**config.mk**
```make
export PLATFORM = sky130hd
export DESIGN_NAME = core_axi_lite_master
export DESIGN_NICKNAME = d
export VERILOG_FILES = /design/src/rtl/core_axi_lite_master.sv
export SDC_FILE = /design/constraint.sdc
export NUM_CORES = 1
export LEC_CHECK = 0
export BUFFER_PORTS_ARGS = -buffer_cell sky130_fd_sc_hd__buf_2
export CAP_MARGIN = 20
export CORE_MARGIN = 1.5
export CORE_UTILIZATION = 27
export CTS_BUF_LIST = sky130_fd_sc_hd__clkbuf_2 sky130_fd_sc_hd__clkbuf_4 sky130_fd_sc_hd__clkbuf_8
export CTS_CLUSTER_DIAMETER = 30
export DETAILED_ROUTE_END_ITERATION = 8
export GPL_TIMING_DRIVEN = 0
export PLACE_DENSITY_LB_ADDON = 0.1
export SETUP_SLACK_MARGIN = 0.15
export SYNTH_ARGS = -nofsm -noshare
export SYNTH_HDL_FRONTEND = slang
export SYNTH_SLANG_ARGS = --single-unit
```
**constraint.sdc**
```tcl
create_clock -name clk -period 2.61 [get_ports clk]
set_clock_uncertainty 0.1 [all_clocks]
set_input_delay 0.522 -clock clk [delete_from_list [all_inputs] [get_ports clk]]
set_output_delay 0.522 -clock clk [all_outputs]
set_load 0.02 [all_outputs]
```
**src/rtl/core_axi_lite_master.sv**
```systemverilog
// core_axi_lite_master
// Initiator end of the memory AXI-lite link. A core-side request is turned into
// exactly one AXI-lite write (AW+W+B) or one read (AR+R). The core holds the
// request until valid_core pulses.
//
// Ports
//   clk, rstn              clock (posedge) and asynchronous active-low reset
//   addr_core              request address
//   wdata_core/wmask_core  write data and byte strobes
//   wen_core/ren_core      write / read request, held until valid_core
//   rdata_core             registered read data, valid with valid_core, held after
//   valid_core             one-cycle completion pulse
//   err_core               one-cycle pulse with valid_core on a non-OKAY response
//   debug_axi_wstate/rstate  write / read FSM state
//   aw*/w*/b*/ar*/r*       AXI-lite master channels; all master outputs registered
module core_axi_lite_master #(
    parameter int unsigned C_M_AXI_DATA_WIDTH = 64,
    parameter int unsigned C_M_AXI_ADDR_WIDTH = 64
) (
    input  logic                            clk,
    input  logic                            rstn,

    // core side
    input  logic [C_M_AXI_ADDR_WIDTH-1:0]   addr_core,
    input  logic [C_M_AXI_DATA_WIDTH-1:0]   wdata_core,
    input  logic [C_M_AXI_DATA_WIDTH/8-1:0] wmask_core,
    input  logic                            wen_core,
    input  logic                            ren_core,
    output logic [C_M_AXI_DATA_WIDTH-1:0]   rdata_core,
    output logic                            valid_core,
    output logic                            err_core,
    output logic [1:0]                      debug_axi_wstate,
    output logic [1:0]                      debug_axi_rstate,

    // AXI-lite write address channel
    output logic [C_M_AXI_ADDR_WIDTH-1:0]   awaddr,
    output logic                            awvalid,
    input  logic                            awready,

    // AXI-lite write data channel
    output logic [C_M_AXI_DATA_WIDTH-1:0]   wdata,
    output logic [C_M_AXI_DATA_WIDTH/8-1:0] wstrb,
    output logic                            wvalid,
    input  logic                            wready,

    // AXI-lite write response channel
    input  logic [1:0]                      bresp,
    input  logic                            bvalid,
    output logic                            bready,

    // AXI-lite read address channel
    output logic [C_M_AXI_ADDR_WIDTH-1:0]   araddr,
    output logic                            arvalid,
    input  logic                            arready,

    // AXI-lite read data channel
    input  logic [C_M_AXI_DATA_WIDTH-1:0]   rdata,
    input  logic [1:0]                      rresp,
    input  logic                            rvalid,
    output logic                            rready
);

    localparam int unsigned DW = C_M_AXI_DATA_WIDTH;
    localparam int unsigned AW = C_M_AXI_ADDR_WIDTH;
    localparam int unsigned SW = C_M_AXI_DATA_WIDTH / 8;

    localparam logic [1:0] W_IDLE = 2'b00;
    localparam logic [1:0] W_ADDR = 2'b01;
    localparam logic [1:0] W_RESP = 2'b10;
    localparam logic [1:0] W_DONE = 2'b11;

    localparam logic [1:0] R_IDLE = 2'b00;
    localparam logic [1:0] R_ADDR = 2'b01;
    localparam logic [1:0] R_DATA = 2'b10;
    localparam logic [1:0] R_DONE = 2'b11;

    logic [1:0]    w_state, w_state_d;
    logic [1:0]    r_state, r_state_d;

    logic [AW-1:0] awaddr_d;
    logic          awvalid_d;
    logic [DW-1:0] wdata_d;
    logic [SW-1:0] wstrb_d;
    logic          wvalid_d;
    logic          bready_d;
    logic [AW-1:0] araddr_d;
    logic          arvalid_d;
    logic          rready_d;
    logic [DW-1:0] rdata_core_d;
    logic          valid_core_d;
    logic          err_core_d;

    // A channel counts as accepted once its valid is low in W_ADDR, or its
    // handshake completes on this edge.
    logic          aw_ok;
    logic          w_ok;

    assign aw_ok = !awvalid || awready;
    assign w_ok  = !wvalid  || wready;

    assign debug_axi_wstate = w_state;
    assign debug_axi_rstate = r_state;

    // Next-state and next-output logic for both FSMs
    always_comb begin
        w_state_d    = w_state;
        r_state_d    = r_state;
        awaddr_d     = awaddr;
        awvalid_d    = awvalid;
        wdata_d      = wdata;
        wstrb_d      = wstrb;
        wvalid_d     = wvalid;
        bready_d     = bready;
        araddr_d     = araddr;
        arvalid_d    = arvalid;
        rready_d     = rready;
        rdata_core_d = rdata_core;
        valid_core_d = 1'b0;
        err_core_d   = 1'b0;

        // Write FSM; only starts when the read side is idle
        case (w_state)
            W_IDLE: begin
                if (wen_core && (r_state == R_IDLE)) begin
                    awaddr_d  = addr_core;
                    wdata_d   = wdata_core;
                    wstrb_d   = wmask_core;
                    awvalid_d = 1'b1;
                    wvalid_d  = 1'b1;
                    w_state_d = W_ADDR;
                end
            end
            W_ADDR: begin
                if (awready) begin
                    awvalid_d = 1'b0;
                end
                if (wready) begin
                    wvalid_d = 1'b0;
                end
                if (aw_ok && w_ok) begin
                    bready_d  = 1'b1;
                    w_state_d = W_RESP;
                end
            end
            W_RESP: begin
                if (bvalid) begin
                    bready_d     = 1'b0;
                    valid_core_d = 1'b1;
                    err_core_d   = (bresp != 2'b00);
                    w_state_d    = W_DONE;
                end
            end
            default: begin
                w_state_d = W_IDLE;
            end
        endcase

        // Read FSM; a concurrent write request takes priority
        case (r_state)
            R_IDLE: begin
                if (ren_core && !wen_core && (w_state == W_IDLE)) begin
                    araddr_d  = addr_core;
                    arvalid_d = 1'b1;
                    r_state_d = R_ADDR;
                end
            end
            R_ADDR: begin
                if (arready) begin
                    arvalid_d = 1'b0;
                    rready_d  = 1'b1;
                    r_state_d = R_DATA;
                end
            end
            R_DATA: begin
                if (rvalid) begin
                    rready_d     = 1'b0;
                    rdata_core_d = rdata;
                    valid_core_d = 1'b1;
                    err_core_d   = (rresp != 2'b00);
                    r_state_d    = R_DONE;
                end
            end
            default: begin
                r_state_d = R_IDLE;
            end
        endcase
    end

    // State and output registers
    always_ff @(posedge clk or negedge rstn) begin
        if (!rstn) begin
            w_state    <= W_IDLE;
            r_state    <= R_IDLE;
            awaddr     <= AW'(0);
            awvalid    <= 1'b0;
            wdata      <= DW'(0);
            wstrb      <= SW'(0);
            wvalid     <= 1'b0;
            bready     <= 1'b0;
            araddr     <= AW'(0);
            arvalid    <= 1'b0;
            rready     <= 1'b0;
            rdata_core <= DW'(0);
            valid_core <= 1'b0;
            err_core   <= 1'b0;
        end else begin
            w_state    <= w_state_d;
            r_state    <= r_state_d;
            awaddr     <= awaddr_d;
            awvalid    <= awvalid_d;
            wdata      <= wdata_d;
            wstrb      <= wstrb_d;
            wvalid     <= wvalid_d;
            bready     <= bready_d;
            araddr     <= araddr_d;
            arvalid    <= arvalid_d;
            rready     <= rready_d;
            rdata_core <= rdata_core_d;
            valid_core <= valid_core_d;
            err_core   <= err_core_d;
        end
    end

endmodule
```
==> impl_metrics.json <==
{
  "wl_met3_mm": 3.06,
  "final_cell_mix": "buf_2, nand2_1, dfrtp_1, dlygate4sd3_1, clkbuf_8",
  "syn_avg_cell_area_sq_um": 11.8,
  "clockBufferDepth": 3,
  "max_stage_delay_ns": 0.41,
  "hold_start": "addr_core[57]",
  "antenna_found_initial": 4,
  "final_common_cell": "buf_2",
  "critPathCaptureType": "flop",
  "io_pins": 488,
  "relSlewSlack": 0.545,
  "yosys_register_bits": 275,
  "met2_length_mm": 17.1,
  "cts.repair.resized": 0,
  "start_util": 0.273,
  "synth_seq_area_share": 0.636,
  "final_hold_viol_count": 0,
  "detail-route-antenna-nets": 0,
  "dieHeight_um": 203,
  "pwr_density_cell_mw_per_mm2": 1320,
  "irDropWorstVdd_uv": 576,
  "final_area_sq_mm": 0.0178,
  "crit_path_max_fanout": 10,
  "r2r_cells": 8,
  "holdWs_ns": 0.0541,
  "startpoint_type": "flop",
  "yosys_warnings": 0,
  "hold_path.class": "primary input to flop",
  "drcViolationCount": 0,
  "setup_viol_count_final": 0,
  "r2r_slack_ns": 0.51,
  "timing.final.crit_period_ns": 2.10,
  "cp.arrival_ns": 2.53,
  "wire_per_inst_um": 16.2,
  "highest_layer": "met5",
  "clkLatencyLatePin_ns": 0.60,
  "slowest_stage": "dfrtp_1",
  "path_cells": "inv_1 > ha_1 > nand3_1 > buf_2 > buf_2 > buf_4 > nand2_1 > nand2_1",
  "synth_nets": 1138,
  "grt_usage": 0.175,
  "cts_made_buffers": 78,
  "clock-sinks": 275,
  "min_delay_worst_endpoint": "awaddr[57]",
  "syn_area_sq_mm": 0.0108,
  "dr.pass1.iters": 5,
  "final_nets": 1890,
  "io_buffers": 487,
  "cp_top_family": "buffers and inverters",
  "fillCellCount": 3879,
  "fp-row-count": 73,
  "path_class": "flop to flop",
  "synthArstFlopShare": 1.00,
  "synth_ff_type": "dfrtp_1",
  "grt_pass1_wl_mm": 55.9,
  "leakagePower_nw": 9.65,
  "p_total_mw": 23.4,
  "cp_num_buf_inv": 4,
  "synth-edff-count": 0,
  "synth_cell_types": 29,
  "crit_required_ns": 3.04,
  "hpwl_mm": 25.6,
  "cts_setup_buffers": 0,
  "timing.fmax_mhz": 477,
  "dieArea_sq_mm": 0.0413,
  "worst_r2r_endpoint": "awaddr[29]",
  "die_w_um": 203,
  "gp_congestion": 0.765,
  "ctsHtreeMaxLevel": 3,
  "area_growth_pct": 64.2,
  "netlist_instances": 915,
  "final_util": 0.448,
  "hold_depth": 3,
  "path_clk_slew_ns": 0.05,
  "maxCapViolations": 0,
  "grt_pass1_vias": 9911,
  "cts_tree": "done",
  "worstSetupPathDepth": 8,
  "rr_startpoint": "debug_axi_wstate[0]",
  "core_area_sq_mm": 0.0396,
  "routed_via_density": 4.15,
  "vias": 9350,
  "outcome": "finished clean",
  "drtIter0Drc": 339,
  "root_buffer": "clkbuf_8",
  "place_area_sq_mm": 0.0140,
  "wirelength_mm": 36.5,
  "overflow": 0,
  "grt_max_degree": 111,
  "slew_violations": 0,
  "min_period_over_period": 0.804,
  "met1Wirelength_mm": 15.5,
  "rsz0062_at_grt": "no",
  "worst_pin_slew_ns": 0.683,
  "drive_gt1_frac": 0.460
}
[sequential cells by signal, indices dropped and copies added, names as in the netlist]
name and flops:
err_core 1, wdata 64, debug_axi_rstate 2, awvalid 1, araddr 64, bready 1
rdata_core 64, arvalid 1, wvalid 1, valid_core 1, wstrb 8, rready 1
debug_axi_wstate 2, awaddr 64
[Yosys cell counts, drive strengths merged (3+ instances only)]
cell type	n	area, sq um
buf	35	289
clkbuf	9	33.8
dfrtp	275	6880
ha	10	125
inv	7	26.3
mux2	131	1700
nand2	420	1580
nor2	3	11.3
o21ai	5	25.0
[worst register-to-register path, stage by stage (launching register included)]
cell and delay [ns]:
dfrtp_1 0.41, inv_1 0.11, ha_1 0.30, nand3_1 0.11
buf_2 0.31, buf_2 0.32, buf_4 0.23, nand2_1 0.07
nand2_1 0.06
[metrics by stage]
| stage | setup WS [ns] | TNS (ns) | std cells |
|---|---|---|---|
| detailed placement | 0.496 | 0 | 1929 |
| floorplan | 0.756 | 0 | 915 |
| finish | 0.513 | 0 | 2252 |
| global route | 0.328 | 0 | 2251 |
| CTS | 0.447 | 0 | 2250 |
| global placement | -4.79 | -1309.69 | 1927 |
[report_power, final]
group | switching [mW] | internal, mW
clock | 2.28 | 4.96
combinational | 5.32 | 3.49
sequential | 1.03 | 6.27
total | 8.64 | 14.7
[timing repair]
item | CTS | global route
hold buffers | 183 | 0
endpoints found under the hold margin | 247 | 0
setup endpoints to repair | 0 | 0
[cell type report]
cell class | instances | area (sq um) | area share
Antenna cell | 2 | 5.00 | 0.000282
Buffer | 44 | 323 | 0.0182
Clock buffer | 109 | 1410 | 0.0795
Clock inverter | 29 | 537 | 0.0302
Inverter | 7 | 26.3 | 0.00148
Multi-Input combinational cell | 589 | 3590 | 0.202
Sequential cell | 275 | 6880 | 0.387
Tap cell | 525 | 657 | 0.0370
Timing Repair Buffer | 672 | 4330 | 0.244
[routing by layer]
metal,GRT usage,vias up
met4,0.0709,4
li1,-,4454
met5,0,-
met2,0.281,362
met1,0.211,4473
met3,0.0642,57
[how the worst max path moves through the flow]
stage	from	to	slack (ns)
after global placement	rstn	rdata_core[60]	-4.79
after floorplan	debug_axi_rstate[0]	rdata_core[33]	0.76
after global routing	debug_axi_wstate[0]	awaddr[32]	0.33
after CTS	debug_axi_wstate[0]	awaddr[29]	0.45
after detailed placement	debug_axi_wstate[0]	awaddr[29]	0.50
final	debug_axi_wstate[0]	awaddr[29]	0.51
[logic make-up (layout without fill, tap and decap cells)]
logic type / Yosys count / after routing / share of synthesized area
adder cells (fa/ha/maj): 10 / 10 / 0.0116
multiplexers: 132 / 132 / 0.158
AO/OA/AOI/OAI: 16 / 16 / 0.0102
flip-flops: 275 / 275 / 0.636
AND/OR/NAND/NOR: 431 / 431 / 0.152
other: 0 / 2 / 0
buffers and inverters: 51 / 861 / 0.0323
(Power assumes the default switching activity.)
